File: src/rtl/regfile_pkg.sv
`default_nettype none
// ============================================================================
// Module      : regfile_pkg
// Description : Shared constants, FSM state types and an address range
//               helper for the handshaked register file.
// Revision    : 1.0 - initial release
// ============================================================================
package regfile_pkg;

    localparam int NREGS_DEF = 16;   // default register count
    localparam int DW_DEF    = 16;   // default data width
    localparam int AW        = 4;    // address width of every register index port

    // Write-port handshake states
    typedef enum logic [0:0] {
        W_IDLE = 1'b0,
        W_ACK  = 1'b1
    } wr_state_t;

    // Read-port handshake states
    typedef enum logic [1:0] {
        R_IDLE = 2'd0,
        R_WAIT = 2'd1,
        R_ACK  = 2'd2
    } rd_state_t;

    // An index is backed by real storage only when it is below the register count.
    function automatic logic addr_in_range(input logic [AW-1:0] a, input int n);
        return (int'(a) < n);
    endfunction

endpackage
`default_nettype wire

File: src/rtl/regfile_scoreboard.sv
`default_nettype none
// ============================================================================
// Module      : regfile_scoreboard
// Description : One busy bit per register. Write commits clear, reservations
//               set; a reservation landing on the same edge as a commit to the
//               same register wins. Reserving a busy register is refused and
//               latches a sticky error.
// Ports       : clk, rst        - clock, synchronous active-high reset
//               i_rsv_en/addr   - reservation strobe and target
//               i_clr_en/addr   - write commit clearing a busy bit
//               o_busy_next     - busy vector as it will be after this edge
//               o_rsv_ok        - reservation of i_rsv_addr would be accepted
//               o_rsv_err       - sticky: a reservation hit a busy register
// Revision    : 1.0 - initial release
// ============================================================================
module regfile_scoreboard
    import regfile_pkg::*;
#(
    parameter int NREGS    = NREGS_DEF,
    parameter bit ZERO_REG = 1'b1
) (
    input  logic             clk,
    input  logic             rst,
    input  logic             i_rsv_en,
    input  logic [AW-1:0]    i_rsv_addr,
    input  logic             i_clr_en,
    input  logic [AW-1:0]    i_clr_addr,
    output logic [NREGS-1:0] o_busy_next,
    output logic             o_rsv_ok,
    output logic             o_rsv_err
);

    logic [NREGS-1:0] r_busy;
    logic             r_rsv_err;

    logic [NREGS-1:0] w_clr_mask;
    logic [NREGS-1:0] w_set_mask;
    logic [NREGS-1:0] w_busy_cleared;
    logic [NREGS-1:0] w_busy_next;
    logic             w_rsv_legal;
    logic             w_rsv_ok;
    logic             w_rsv_hit;

    always_comb begin
        w_clr_mask = '0;
        w_set_mask = '0;

        w_rsv_legal = addr_in_range(i_rsv_addr, NREGS) &&
                      !(ZERO_REG && (i_rsv_addr == '0));

        if (i_clr_en && addr_in_range(i_clr_addr, NREGS)) begin
            w_clr_mask[i_clr_addr] = 1'b1;
        end

        // Judge the reservation against the busy state after this edge's
        // commit, so a commit and a fresh reservation to the same register
        // hand the bit straight over to the new writer.
        w_busy_cleared = r_busy & ~w_clr_mask;

        w_rsv_ok  = w_rsv_legal && !w_busy_cleared[i_rsv_addr];
        w_rsv_hit = w_rsv_legal &&  w_busy_cleared[i_rsv_addr];

        if (i_rsv_en && w_rsv_ok) begin
            w_set_mask[i_rsv_addr] = 1'b1;
        end

        w_busy_next = w_busy_cleared | w_set_mask;
    end

    always_ff @(posedge clk) begin
        if (rst) begin
            r_busy    <= '0;
            r_rsv_err <= 1'b0;
        end else begin
            r_busy <= w_busy_next;
            if (i_rsv_en && w_rsv_hit) begin
                r_rsv_err <= 1'b1;
            end
        end
    end

    assign o_busy_next = w_busy_next;
    assign o_rsv_ok    = w_rsv_ok;
    assign o_rsv_err   = r_rsv_err;

endmodule
`default_nettype wire

File: src/rtl/regfile_hs.sv
`default_nettype none
// ============================================================================
// Module      : regfile_hs
// Description : Architectural register file with a 4-phase write port for
//               writeback, a 4-phase dual-operand read port that stalls on
//               busy registers, and a reservation scoreboard.
// Ports       : clk, rst                  - clock, synchronous active-high reset
//               write_en/addr/data, reg_ack - write request / acknowledge
//               read_req, rs1, rs2          - operand read request
//               read_ack, rdata1, rdata2    - read acknowledge and operands
//               rsv_en, rsv_addr            - reserve a register (strobe)
//               rsv_ok                      - reservation would be accepted
//               rsv_err                     - sticky double-reservation flag
// Revision    : 1.0 - initial release
// ============================================================================
module regfile_hs
    import regfile_pkg::*;
#(
    parameter int NREGS    = NREGS_DEF,
    parameter int DW       = DW_DEF,
    parameter bit ZERO_REG = 1'b1
) (
    input  logic          clk,
    input  logic          rst,
    input  logic          write_en,
    input  logic [AW-1:0] write_addr,
    input  logic [DW-1:0] write_data,
    output logic          reg_ack,
    input  logic          read_req,
    input  logic [AW-1:0] rs1,
    input  logic [AW-1:0] rs2,
    output logic          read_ack,
    output logic [DW-1:0] rdata1,
    output logic [DW-1:0] rdata2,
    input  logic          rsv_en,
    input  logic [AW-1:0] rsv_addr,
    output logic          rsv_ok,
    output logic          rsv_err
);

    logic [DW-1:0]    r_regs [NREGS];
    wr_state_t        r_wr_state;
    rd_state_t        r_rd_state;
    logic             r_reg_ack;
    logic             r_read_ack;
    logic [DW-1:0]    r_rdata1;
    logic [DW-1:0]    r_rdata2;

    logic             w_wr_commit;
    logic             w_wr_keep;
    logic [NREGS-1:0] w_busy_next;
    logic             w_rs_busy;
    logic [DW-1:0]    w_rd1;
    logic [DW-1:0]    w_rd2;

    // A write commits on the edge the write FSM leaves W_IDLE; it is still
    // acknowledged when the target is reg 0 or out of range, just not stored.
    assign w_wr_commit = (r_wr_state == W_IDLE) && write_en;
    assign w_wr_keep   = w_wr_commit &&
                         addr_in_range(write_addr, NREGS) &&
                         !(ZERO_REG && (write_addr == '0));

    regfile_scoreboard #(
        .NREGS    (NREGS),
        .ZERO_REG (ZERO_REG)
    ) u_scoreboard (
        .clk         (clk),
        .rst         (rst),
        .i_rsv_en    (rsv_en),
        .i_rsv_addr  (rsv_addr),
        .i_clr_en    (w_wr_keep),
        .i_clr_addr  (write_addr),
        .o_busy_next (w_busy_next),
        .o_rsv_ok    (rsv_ok),
        .o_rsv_err   (rsv_err)
    );

    // Operand selection. Out-of-range and hard-wired-zero indices read 0 and
    // are never busy. A write committing on the capture edge is forwarded so
    // the read that was waiting on it gets the new value.
    always_comb begin
        w_rd1 = '0;
        w_rd2 = '0;
        if (addr_in_range(rs1, NREGS) && !(ZERO_REG && (rs1 == '0))) begin
            w_rd1 = (w_wr_keep && (write_addr == rs1)) ? write_data : r_regs[rs1];
        end
        if (addr_in_range(rs2, NREGS) && !(ZERO_REG && (rs2 == '0))) begin
            w_rd2 = (w_wr_keep && (write_addr == rs2)) ? write_data : r_regs[rs2];
        end
        // Post-update busy state: includes this edge's commit clear and any
        // reservation accepted on this same edge.
        w_rs_busy = (addr_in_range(rs1, NREGS) && w_busy_next[rs1]) ||
                    (addr_in_range(rs2, NREGS) && w_busy_next[rs2]);
    end

    // Write handshake and register storage
    always_ff @(posedge clk) begin
        if (rst) begin
            r_wr_state <= W_IDLE;
            r_reg_ack  <= 1'b0;
            for (int i = 0; i < NREGS; i++) begin
                r_regs[i] <= '0;
            end
        end else begin
            case (r_wr_state)
                W_IDLE: begin
                    if (write_en) begin
                        if (w_wr_keep) begin
                            r_regs[write_addr] <= write_data;
                        end
                        r_reg_ack  <= 1'b1;
                        r_wr_state <= W_ACK;
                    end
                end
                W_ACK: begin
                    if (!write_en) begin
                        r_reg_ack  <= 1'b0;
                        r_wr_state <= W_IDLE;
                    end
                end
                default: begin
                    r_reg_ack  <= 1'b0;
                    r_wr_state <= W_IDLE;
                end
            endcase
        end
    end

    // Read handshake
    always_ff @(posedge clk) begin
        if (rst) begin
            r_rd_state <= R_IDLE;
            r_read_ack <= 1'b0;
            r_rdata1   <= '0;
            r_rdata2   <= '0;
        end else begin
            case (r_rd_state)
                R_IDLE: begin
                    if (read_req) begin
                        r_rd_state <= R_WAIT;
                    end
                end
                R_WAIT: begin
                    if (!read_req) begin
                        // Requester withdrew before we answered
                        r_rd_state <= R_IDLE;
                    end else if (!w_rs_busy) begin
                        r_rdata1   <= w_rd1;
                        r_rdata2   <= w_rd2;
                        r_read_ack <= 1'b1;
                        r_rd_state <= R_ACK;
                    end
                end
                R_ACK: begin
                    if (!read_req) begin
                        r_read_ack <= 1'b0;
                        r_rd_state <= R_IDLE;
                    end
                end
                default: begin
                    r_read_ack <= 1'b0;
                    r_rd_state <= R_IDLE;
                end
            endcase
        end
    end

    assign reg_ack  = r_reg_ack;
    assign read_ack = r_read_ack;
    assign rdata1   = r_rdata1;
    assign rdata2   = r_rdata2;

endmodule
`default_nettype wire
File: config.mk
export PLATFORM = sky130hd
export DESIGN_NAME = regfile_hs
export DESIGN_NICKNAME = d
export VERILOG_FILES = /design/src/rtl/regfile_pkg.sv /design/src/rtl/regfile_scoreboard.sv /design/src/rtl/regfile_hs.sv
export SDC_FILE = /design/constraint.sdc
export NUM_CORES = 1
export LEC_CHECK = 0
export BUFFER_PORTS_ARGS = -buffer_cell sky130_fd_sc_hd__buf_4
export CAP_MARGIN = 0
export CELL_PAD_IN_SITES_DETAIL_PLACEMENT = 1
export CELL_PAD_IN_SITES_GLOBAL_PLACEMENT = 1
export CORE_MARGIN = 1
export CORE_UTILIZATION = 45
export CTS_CLUSTER_DIAMETER = 150
export DETAILED_ROUTE_END_ITERATION = 8
export PLACE_DENSITY_LB_ADDON = 0.25
export RECOVER_POWER = 50
export SETUP_SLACK_MARGIN = 0.3
export SYNTH_ARGS = -nofsm -noshare
export SYNTH_HDL_FRONTEND = slang
export SYNTH_SLANG_ARGS = --single-unit
export TNS_END_PERCENT = 50
File: constraint.sdc
create_clock -name clk -period 4.6 [get_ports clk]
set_input_delay 0.46 -clock clk [delete_from_list [all_inputs] [get_ports clk]]
set_output_delay 0.46 -clock clk [all_outputs]
set_load 0.005 [all_outputs]
==> results.cfg, run 1 <==
[yosys]
synth_cell_types = 64
yosys.area.top_type_share = 0.465
synth_flop_cell = edfxtp_1
syn_avg_cell_area_um2 = 14.7
syn_area_um2 = 16500
yosysMostFrequentCell = edfxtp_1
ys_top_cells_by_area = edfxtp_1, mux4_2, and2_1, dfxtp_1, mux2_2
synth-edff-count = 256
synth-seq-cells = 310
synthCells = 1125
ys_seq_area_frac = 0.531
synth_area_leader_cell = edfxtp_1
yosys-top-cells-count = edfxtp_1, and2_1, mux4_2, clkbuf_1, dfxtp_1
synthArstFlopShare = 0
ys_warn_count = 0

[critical_path]
crit_slowest_cell = clkbuf_1
ff2ff_setup_slack_ps = 610
reg2reg_depth = 12
arrival_ps = 4330
cp.required_ps = 4760
r2r_end = rdata2[5]
start_kind = input pin
crit_type = in -> reg
slowest_delay_ps = 1950
crit_chain = clkbuf_1, clkbuf_1, inv_1, clkbuf_1, o21ai_0, clkbuf_2
crit_fanout = 36
r2r_start = r_wr_state
endpoint_kind = register
crit_path_frequent_cell = clkbuf_1

[pwr]
power_leakage_nw = 6.68
p_clk_frac = 0.413
total_power_mw = 6.58
comb_power_share = 0.106
p_sw_frac = 0.242
pwr-share-seq = 0.481
p_sw_mw = 1.59
powerDensity_nw_per_um2 = 354
peakVddDrop_mv = 0.279
intPower_mw = 4.99

[clocking]
cts.repair.resized = 0
cts_hold_buf = 0
clkLatencyLatePin_ps = 520
cts.path.max_buffers = 3
cts_buffers = 36
h-tree-depth = 2
clkTransAtPathRegs_ps = 60
cts_root_buf = clkbuf_16
cts_tree = built
clock_sinks = 310
post-cts-setup-buffer-count = 0

[global_route]
grt_busiest_layer = met2
grt_use_met3 = 0.0425
grt_pass1_wl_mm = 77.3
grtUsageTotal = 0.286
gr-usage-met2 = 0.491
first_global_vias = 11400
grt-ovfl-total = 0
antenna_found_initial = 1
grt_use_met1 = 0.367
grt_start_max_net_pins = 62

[place]
gp_congestion = 0.911
io_buffer_count = 72
dp_hpwl_mm = 30.3

[floorplan]
initial_core_util = 0.461
die_h_um = 194
fp.dieW_um = 194
core-area_um2 = 35800
rows = 69
die_area_um2 = 37500
pin_count = 73

[sta]
clock_skew_ps = 8.73
setup_violations = 0
fin_crit_ps = 4170
slew_violations = 122
hold_viol = 0
max_freq_ghz = 0.240
setup_tns_ps = 0
slew_headroom = -0.825
period_share = 0.906
grt_setup_unrepaired = no
worst_pin_slew_ps = 2740

[worst_hold_path]
hold-path-endpoint = r_wr_state
whs_path_depth = 2
min-delay-start = rst
hold_path_class = in -> reg

[layout]
drive_gt1_frac = 0.299
antenna_cells = 0
finalNetCount = 1220
syn_to_final_growth_pct = 12.7
final_core_util = 0.519

[route]
drcViolationCount = 0
vias = 10700
wl_per_cell_um = 31.5
wl_mm = 52.5
drt_first_pass_iters = 5
detail-route-antenna-nets = 0
drt_iter0_drc = 1099
avgViaCountPerCell = 6.40

[outcome]
violations = capacitance limit, slew limit
status = finished with violations

[job]
maxCapViolations = 7
[power by group through the flow]
stage | combinational [mW] | sequential (mW) | clock [mW]
after global routing | 0.732 | 3.17 | 2.85
after CTS | 0.705 | 3.16 | 2.76
after global placement | 0.695 | 3.21 | 0
after detailed placement | 0.703 | 3.22 | 0
final | 0.696 | 3.16 | 2.72
after floorplan | 0.454 | 3.20 | 0
[flip-flops by register name (all words and copies together) (netlist names)]
signal,count
r_rd_state,2
r_regs,256
r_wr_state,1
rdata1,16
rdata2,16
read_ack,1
reg_ack,1
u_scoreboard.o_rsv_err,1
u_scoreboard.r_busy,16
[critical path: cells and delay by family]
family / cells / cell delay [ps]
AOI/OAI and AO/OA: 1 / 510
buffers and inverters: 5 / 3310
[worst max-delay path by stage]
stage          startpoint            end  slack, ps  cells past startpoint
2_1_floorplan    write_en     rdata1[10]       1150                     13
3_3_place_gp     write_en     rdata2[12]        600                     12
3_5_place_dp     write_en     rdata2[15]        480                     12
4_1_cts        r_wr_state      rdata2[4]        650                     12
5_1_grt               rst  r_regs[5][14]        240                      6
6_report              rst  r_regs[5][14]        430                      6
[placed cells by master, fill, tap and decap left out, drive strengths merged, types with 3 or more instances in the layout]
master / instances
or2: 5
o2111a: 4
nand3: 7
nor4: 3
o211ai: 5
clkinv: 15
conb: 16
inv: 8
a211o: 3
a22o: 34
and3: 4
a311oi: 3
mux4: 160
mux2i: 3
and2: 249
nor2: 41
xor2: 3
a21oi: 22
edfxtp: 256
o21ai: 31
nor3: 4
dfxtp: 54
nand4: 3
o21a: 8
mux2: 32
xnor2: 8
nor3b: 4
buf: 48
clkbuf: 98
nand2: 19
nand3b: 6
o31ai: 6
nand2b: 3
nor2b: 9
a31oi: 3
[logic make-up after synthesis]
family,Yosys count,synth area share
simple gates,364,0.130
flops,310,0.531
mux,195,0.242
compound gates,139,0.0629
buf+inv,104,0.0276
xor+xnor,11,0.00583
fa+ha+maj,1,0.000757
other cells,1,0.000227
[metrics by stage]
| step | cells | setup WS [ps] | instance area, um2 | hold slack [ps] |
|---|---|---|---|---|
| 6_report | 1668 | 430 | 18600 | 180 |
| 5_1_grt | 1668 | 237 | 18600 | 184 |
| 4_1_cts | 1668 | 648 | 18700 | 111 |
| 3_5_place_dp | 1605 | 475 | 17600 | 470 |
| 3_3_place_gp | 1605 | 596 | 17600 | 467 |
| 2_1_floorplan | 1140 | 1150 | 16600 | 461 |
[final cells by class]
class	count	area (um2)
clock inverters	17	115
well taps	461	577
flip-flops and latches	310	8770
repair buffers	100	698
multi-input cells	726	7430
fillers	3439	17200
clock buffers	46	991
inverters	8	30.0
[routing by layer]
layer | part of all wire | vias up
met4 | 0.034 | 0
li1 | - | 4478
met2 | 0.50 | 488
met5 | 0 | -
met3 | 0.069 | 109
met1 | 0.39 | 5606
Power figures use the tool's default switching activity.
==> inputs of run 2 (changes only) <==
--- a/config.mk
+++ b/config.mk
@@ -8,7 +8,7 @@
 export BUFFER_PORTS_ARGS = -buffer_cell sky130_fd_sc_hd__buf_4
 export CAP_MARGIN = 0
 export CELL_PAD_IN_SITES_DETAIL_PLACEMENT = 1
-export CELL_PAD_IN_SITES_GLOBAL_PLACEMENT = 1
+export CELL_PAD_IN_SITES_GLOBAL_PLACEMENT = 2
 export CORE_MARGIN = 1
 export CORE_UTILIZATION = 45
 export CTS_CLUSTER_DIAMETER = 150
==> results.cfg, run 2 (same netlist as run 1, synthesis figures left out) <==
[global_route]
grt-ovfl-total = 0
first_global_vias = 11300
antenna_found_initial = 4
grt_start_max_net_pins = 67
grtUsageTotal = 0.282
grt_pass1_wl_mm = 76.2

[critical_path]
crit_fanout = 36
reg2reg_depth = 13
crit_type = in -> reg
arrival_ps = 4510
endpoint_kind = register
cp.required_ps = 4780
start_kind = input pin

[pwr]
p_sw_frac = 0.245
powerDensity_nw_per_um2 = 350
intPower_mw = 4.90
pwr-share-seq = 0.487
p_sw_mw = 1.59
comb_power_share = 0.108
p_clk_frac = 0.405
peakVddDrop_mv = 0.214
power_leakage_nw = 6.64

[floorplan]
die_h_um = 194
initial_core_util = 0.461
die_area_um2 = 37500
core-area_um2 = 35800
pin_count = 73
fp.dieW_um = 194
rows = 69

[clocking]
clkTransAtPathRegs_ps = 60
cts.repair.resized = 0
post-cts-setup-buffer-count = 0
cts_buffers = 37
h-tree-depth = 2
cts_tree = built
cts_root_buf = clkbuf_16
cts.path.max_buffers = 3
clkLatencyLatePin_ps = 540
clock_sinks = 310
cts_hold_buf = 0

[sta]
holdWs_ps = 137
slew_headroom = -0.972
max_freq_ghz = 0.231
grt_setup_unrepaired = no
period_share = 0.943
clock_skew_ps = 13.8
worst_pin_slew_ps = 2960
hold_viol = 0
setup_violations = 0
setup_tns_ps = 0
fin_crit_ps = 4340
slew_violations = 88

[layout]
final_common_cell = edfxtp_1
finalNetCount = 1220
final_core_util = 0.518
drive_gt1_frac = 0.297
final_cell_mix = edfxtp_1, and2_1, mux4_2, dfxtp_1, and2_0
multiInputGateArea_um2 = 7430
seq_area_um2 = 8770
top_register = r_regs
fillers = 3469
largest_reg_flops = 256
syn_to_final_growth_pct = 12.5

[job]
maxCapViolations = 5

[outcome]
status = finished with violations
violations = capacitance limit, slew limit

[place]
dp_hpwl_mm = 30.9
gp_congestion = 0.900
io_buffer_count = 72

[route]
wl_mm = 51.9
wl_per_cell_um = 31.1
drcViolationCount = 0
drt_first_pass_iters = 7
drt_iter0_drc = 996
detail-route-antenna-nets = 0
vias = 10600
avgViaCountPerCell = 6.37

[worst_hold_path]
whs_path_depth = 2
hold_path_class = in -> reg
run 2: cell types whose count changed in the layout (fill, tap and decap cells not counted), moves of 3 or more:
cell	delta
clkbuf_2	-3
clkinv_2	-4
and2_0	+11
and2_1	-11
clkbuf_4	+3
clkbuf_1	+5
run 2: final timing paths:
check | slack [ps] | from | to
worst min register to register | 480 | rdata1[15] | rdata1[15]
worst min-delay path | 140 | rst | r_wr_state
worst max-delay path | 260 | rst | r_regs[6][7]
worst max register to register | 660 | r_wr_state | rdata2[9]
run 2: routing by layer:
| metal | track usage | part of all wire | up-vias |
|---|---|---|---|
| li1 | - | - | 4480 |
| met1 | 0.351 | 0.39 | 5606 |
| met2 | 0.495 | 0.51 | 421 |
| met3 | 0.0469 | 0.065 | 121 |
| met4 | 0.102 | 0.036 | 0 |
| met5 | 0 | 0 | - |
run 2: layout make-up:
cell class	instances	share of cell area
Clock buffer	51	0.0527
Timing Repair Buffer	99	0.0389
Antenna cell	2	0.000269
Sequential cell	310	0.472
Multi-Input combinational cell	726	0.400
Clock inverter	11	0.00317
Tap cell	461	0.0311
Inverter	8	0.00162
run 2: power by group through the flow:
| stage | logic (mW) | registers (mW) | clock network (mW) |
|---|---|---|---|
| after global routing | 0.737 | 3.17 | 2.75 |
| after floorplan | 0.454 | 3.20 | 0 |
| final | 0.701 | 3.16 | 2.63 |
| after global placement | 0.701 | 3.21 | 0 |
| after CTS | 0.706 | 3.16 | 2.65 |
| after detailed placement | 0.703 | 3.22 | 0 |
run 2: critical path: stages:
cell and delay, ps:
clkbuf_1 100, clkbuf_1 2090, inv_1 100, clkbuf_1 540, o21ai_0 630, clkbuf_2 540
run 2: through the flow:
stage / worst slack (ps) / cells / power, mW / cell area [um2]
2_1_floorplan: 1150 / 1140 / 3.66 / 16600
3_3_place_gp: 461 / 1604 / 3.91 / 17600
3_5_place_dp: 386 / 1604 / 3.92 / 17600
4_1_cts: 542 / 1666 / 6.52 / 18700
5_1_grt: 239 / 1667 / 6.66 / 18600
6_report: 262 / 1668 / 6.49 / 18600
==> inputs of run 3 (changes only) <==
--- a/config.mk
+++ b/config.mk
@@ -13,9 +13,10 @@
 export CORE_UTILIZATION = 45
 export CTS_CLUSTER_DIAMETER = 150
 export DETAILED_ROUTE_END_ITERATION = 8
-export PLACE_DENSITY_LB_ADDON = 0.25
+export PLACE_DENSITY_LB_ADDON = 0.15
 export RECOVER_POWER = 50
 export SETUP_SLACK_MARGIN = 0.3
+export SLEW_MARGIN = 15
 export SYNTH_ARGS = -nofsm -noshare
 export SYNTH_HDL_FRONTEND = slang
 export SYNTH_SLANG_ARGS = --single-unit
==> results.cfg, run 3 (same netlist as run 1, synthesis figures left out) <==
[sta]
holdWs_ps = 196
max_freq_ghz = 0.253
hold_viol = 0
slew_violations = 128
grt_setup_unrepaired = no
slew_headroom = -0.295
fin_crit_ps = 3960
setup_violations = 0
clock_skew_ps = 18.5
worst_pin_slew_ps = 1920
setup_tns_ps = 0
period_share = 0.861

[critical_path]
crit_type = reg -> reg
crit_fanout = 21
arrival_ps = 4440
crit_start = r_wr_state
reg2reg_depth = 13
endpoint_kind = register
ff2ff_setup_slack_ps = 640
slowest_delay_ps = 540
r2r_start = r_wr_state
crit_chain = inv_1, ha_1, nand3b_1, o2111a_1, a311o_1, or4_1, a41oi_1, o41ai_1, nor3_1, a311oi_2, a41oi_4, buf_4, a22o_1
start_kind = register
crit_slowest_cell = or4_1
cp.required_ps = 5080
r2r_end = rdata2[11]

[worst_hold_path]
hold_path_class = in -> reg
min-delay-start = rst
whs_path_depth = 2
hold-path-endpoint = r_wr_state

[clocking]
clkLatencyLatePin_ps = 540
cts_hold_buf = 0
cts_root_buf = clkbuf_16
cts.path.max_buffers = 3
post-cts-setup-buffer-count = 0
h-tree-depth = 2
cts_tree = built
clkTransAtPathRegs_ps = 60
clock_sinks = 310
cts_buffers = 37

[route]
vias = 10700
drcViolationCount = 0
wl_per_cell_um = 31.3
avgViaCountPerCell = 6.38
drt_iter0_drc = 1032
wl_mm = 52.3
detail-route-antenna-nets = 0
drt_first_pass_iters = 6

[place]
gp_congestion = 0.849
io_buffer_count = 72
dp_hpwl_mm = 31.6

[floorplan]
pin_count = 73
die_h_um = 194
fp.dieW_um = 194
core-area_um2 = 35800
rows = 69
initial_core_util = 0.461
die_area_um2 = 37500

[layout]
final_common_cell = edfxtp_1
finalNetCount = 1224
drive_gt1_frac = 0.293
largest_reg_flops = 256
final_cell_mix = edfxtp_1, and2_1, mux4_2, and2_0, dfxtp_1
top_register = r_regs
syn_to_final_growth_pct = 12.8

[outcome]
violations = capacitance limit, slew limit
status = finished with violations

[pwr]
intPower_mw = 5.02
pwr-share-seq = 0.477
power_leakage_nw = 6.66
p_sw_frac = 0.244
p_sw_mw = 1.62
total_power_mw = 6.64
peakVddDrop_mv = 0.204
p_clk_frac = 0.417
powerDensity_nw_per_um2 = 356
comb_power_share = 0.106

[global_route]
first_global_vias = 11200
grt_pass1_wl_mm = 77.4
antenna_found_initial = 1
grt_start_max_net_pins = 53
grtUsageTotal = 0.288
grt-ovfl-total = 0

[job]
maxCapViolations = 8
==> run 3: changes by cell type in the layout (fill, tap and decap cells not counted), moves of 3 or more <==
| cell | delta |
|---|---|
| buf_4 | +7 |
| clkbuf_1 | +6 |
| and2_0 | +18 |
| and2_1 | -18 |
| clkinv_1 | -3 |
| nor2_2 | -4 |
| nor2_1 | +4 |
| clkbuf_2 | -5 |
| clkbuf_8 | +3 |
| clkbuf_4 | -3 |
==> run 3: area by class of cell <==
type,count,area (um2)
fillers,3455,17200
flip-flops and latches,310,8770
multi-input cells,726,7410
clock buffers,55,1070
repair buffers,103,722
well taps,461,577
clock inverters,8,48.8
inverters,8,30.0
diodes,1,2.50
==> run 3: repair_timing <==
item                                    CTS  global route
gates resized for setup                   0             1
endpoints found under the hold margin     0             0
endpoints found under the setup margin    0             4
==> run 3: how the worst max path moves through the flow <==
stage	end	slack [ps]	depth (start not counted)
after floorplan	rdata1[10]	1150	13
after global placement	rdata2[10]	560	12
after detailed placement	rdata2[4]	440	12
after CTS	rdata2[4]	590	12
after global routing	rdata2[11]	380	13
final	rdata2[11]	640	13
==> run 3: critical path: cells and delay by family, from the launching register on <==
family / cells / cell delay [ps]
buffers and inverters: 2 / 370
adders and majority gates: 1 / 320
and+or+nand+nor: 3 / 1170
DFF: 1 / 310
AOI/OAI and AO/OA: 7 / 1730
==> run 3: power by group through the flow <==
stage | Combinational [mW] | Sequential (mW) | Clock, mW
detailed placement | 0.708 | 3.22 | 0
global route | 0.742 | 3.17 | 2.91
floorplan | 0.454 | 3.20 | 0
global placement | 0.703 | 3.21 | 0
CTS | 0.711 | 3.16 | 2.82
finish | 0.704 | 3.16 | 2.77
==> run 3: layer usage <==
metal,wire length [um],GRT usage,share of wire,vias to the layer above
met3,2830,0.0375,0.054,102
li1,-,-,-,4498
met5,0,0,0,-
met4,1460,0.102,0.028,0
met2,26100,0.481,0.50,376
met1,21900,0.387,0.42,5693
==> run 3: per-stage QoR <==
step / area (um2) / util / setup WS, ps / std cells
2_1_floorplan: 16600 / - / 1150 / 1140
3_3_place_gp: 17600 / 0.491 / 558 / 1608
3_5_place_dp: 17600 / 0.491 / 436 / 1608
4_1_cts: 18700 / 0.522 / 593 / 1671
5_1_grt: 18600 / 0.520 / 383 / 1672
6_report: 18600 / 0.520 / 641 / 1672
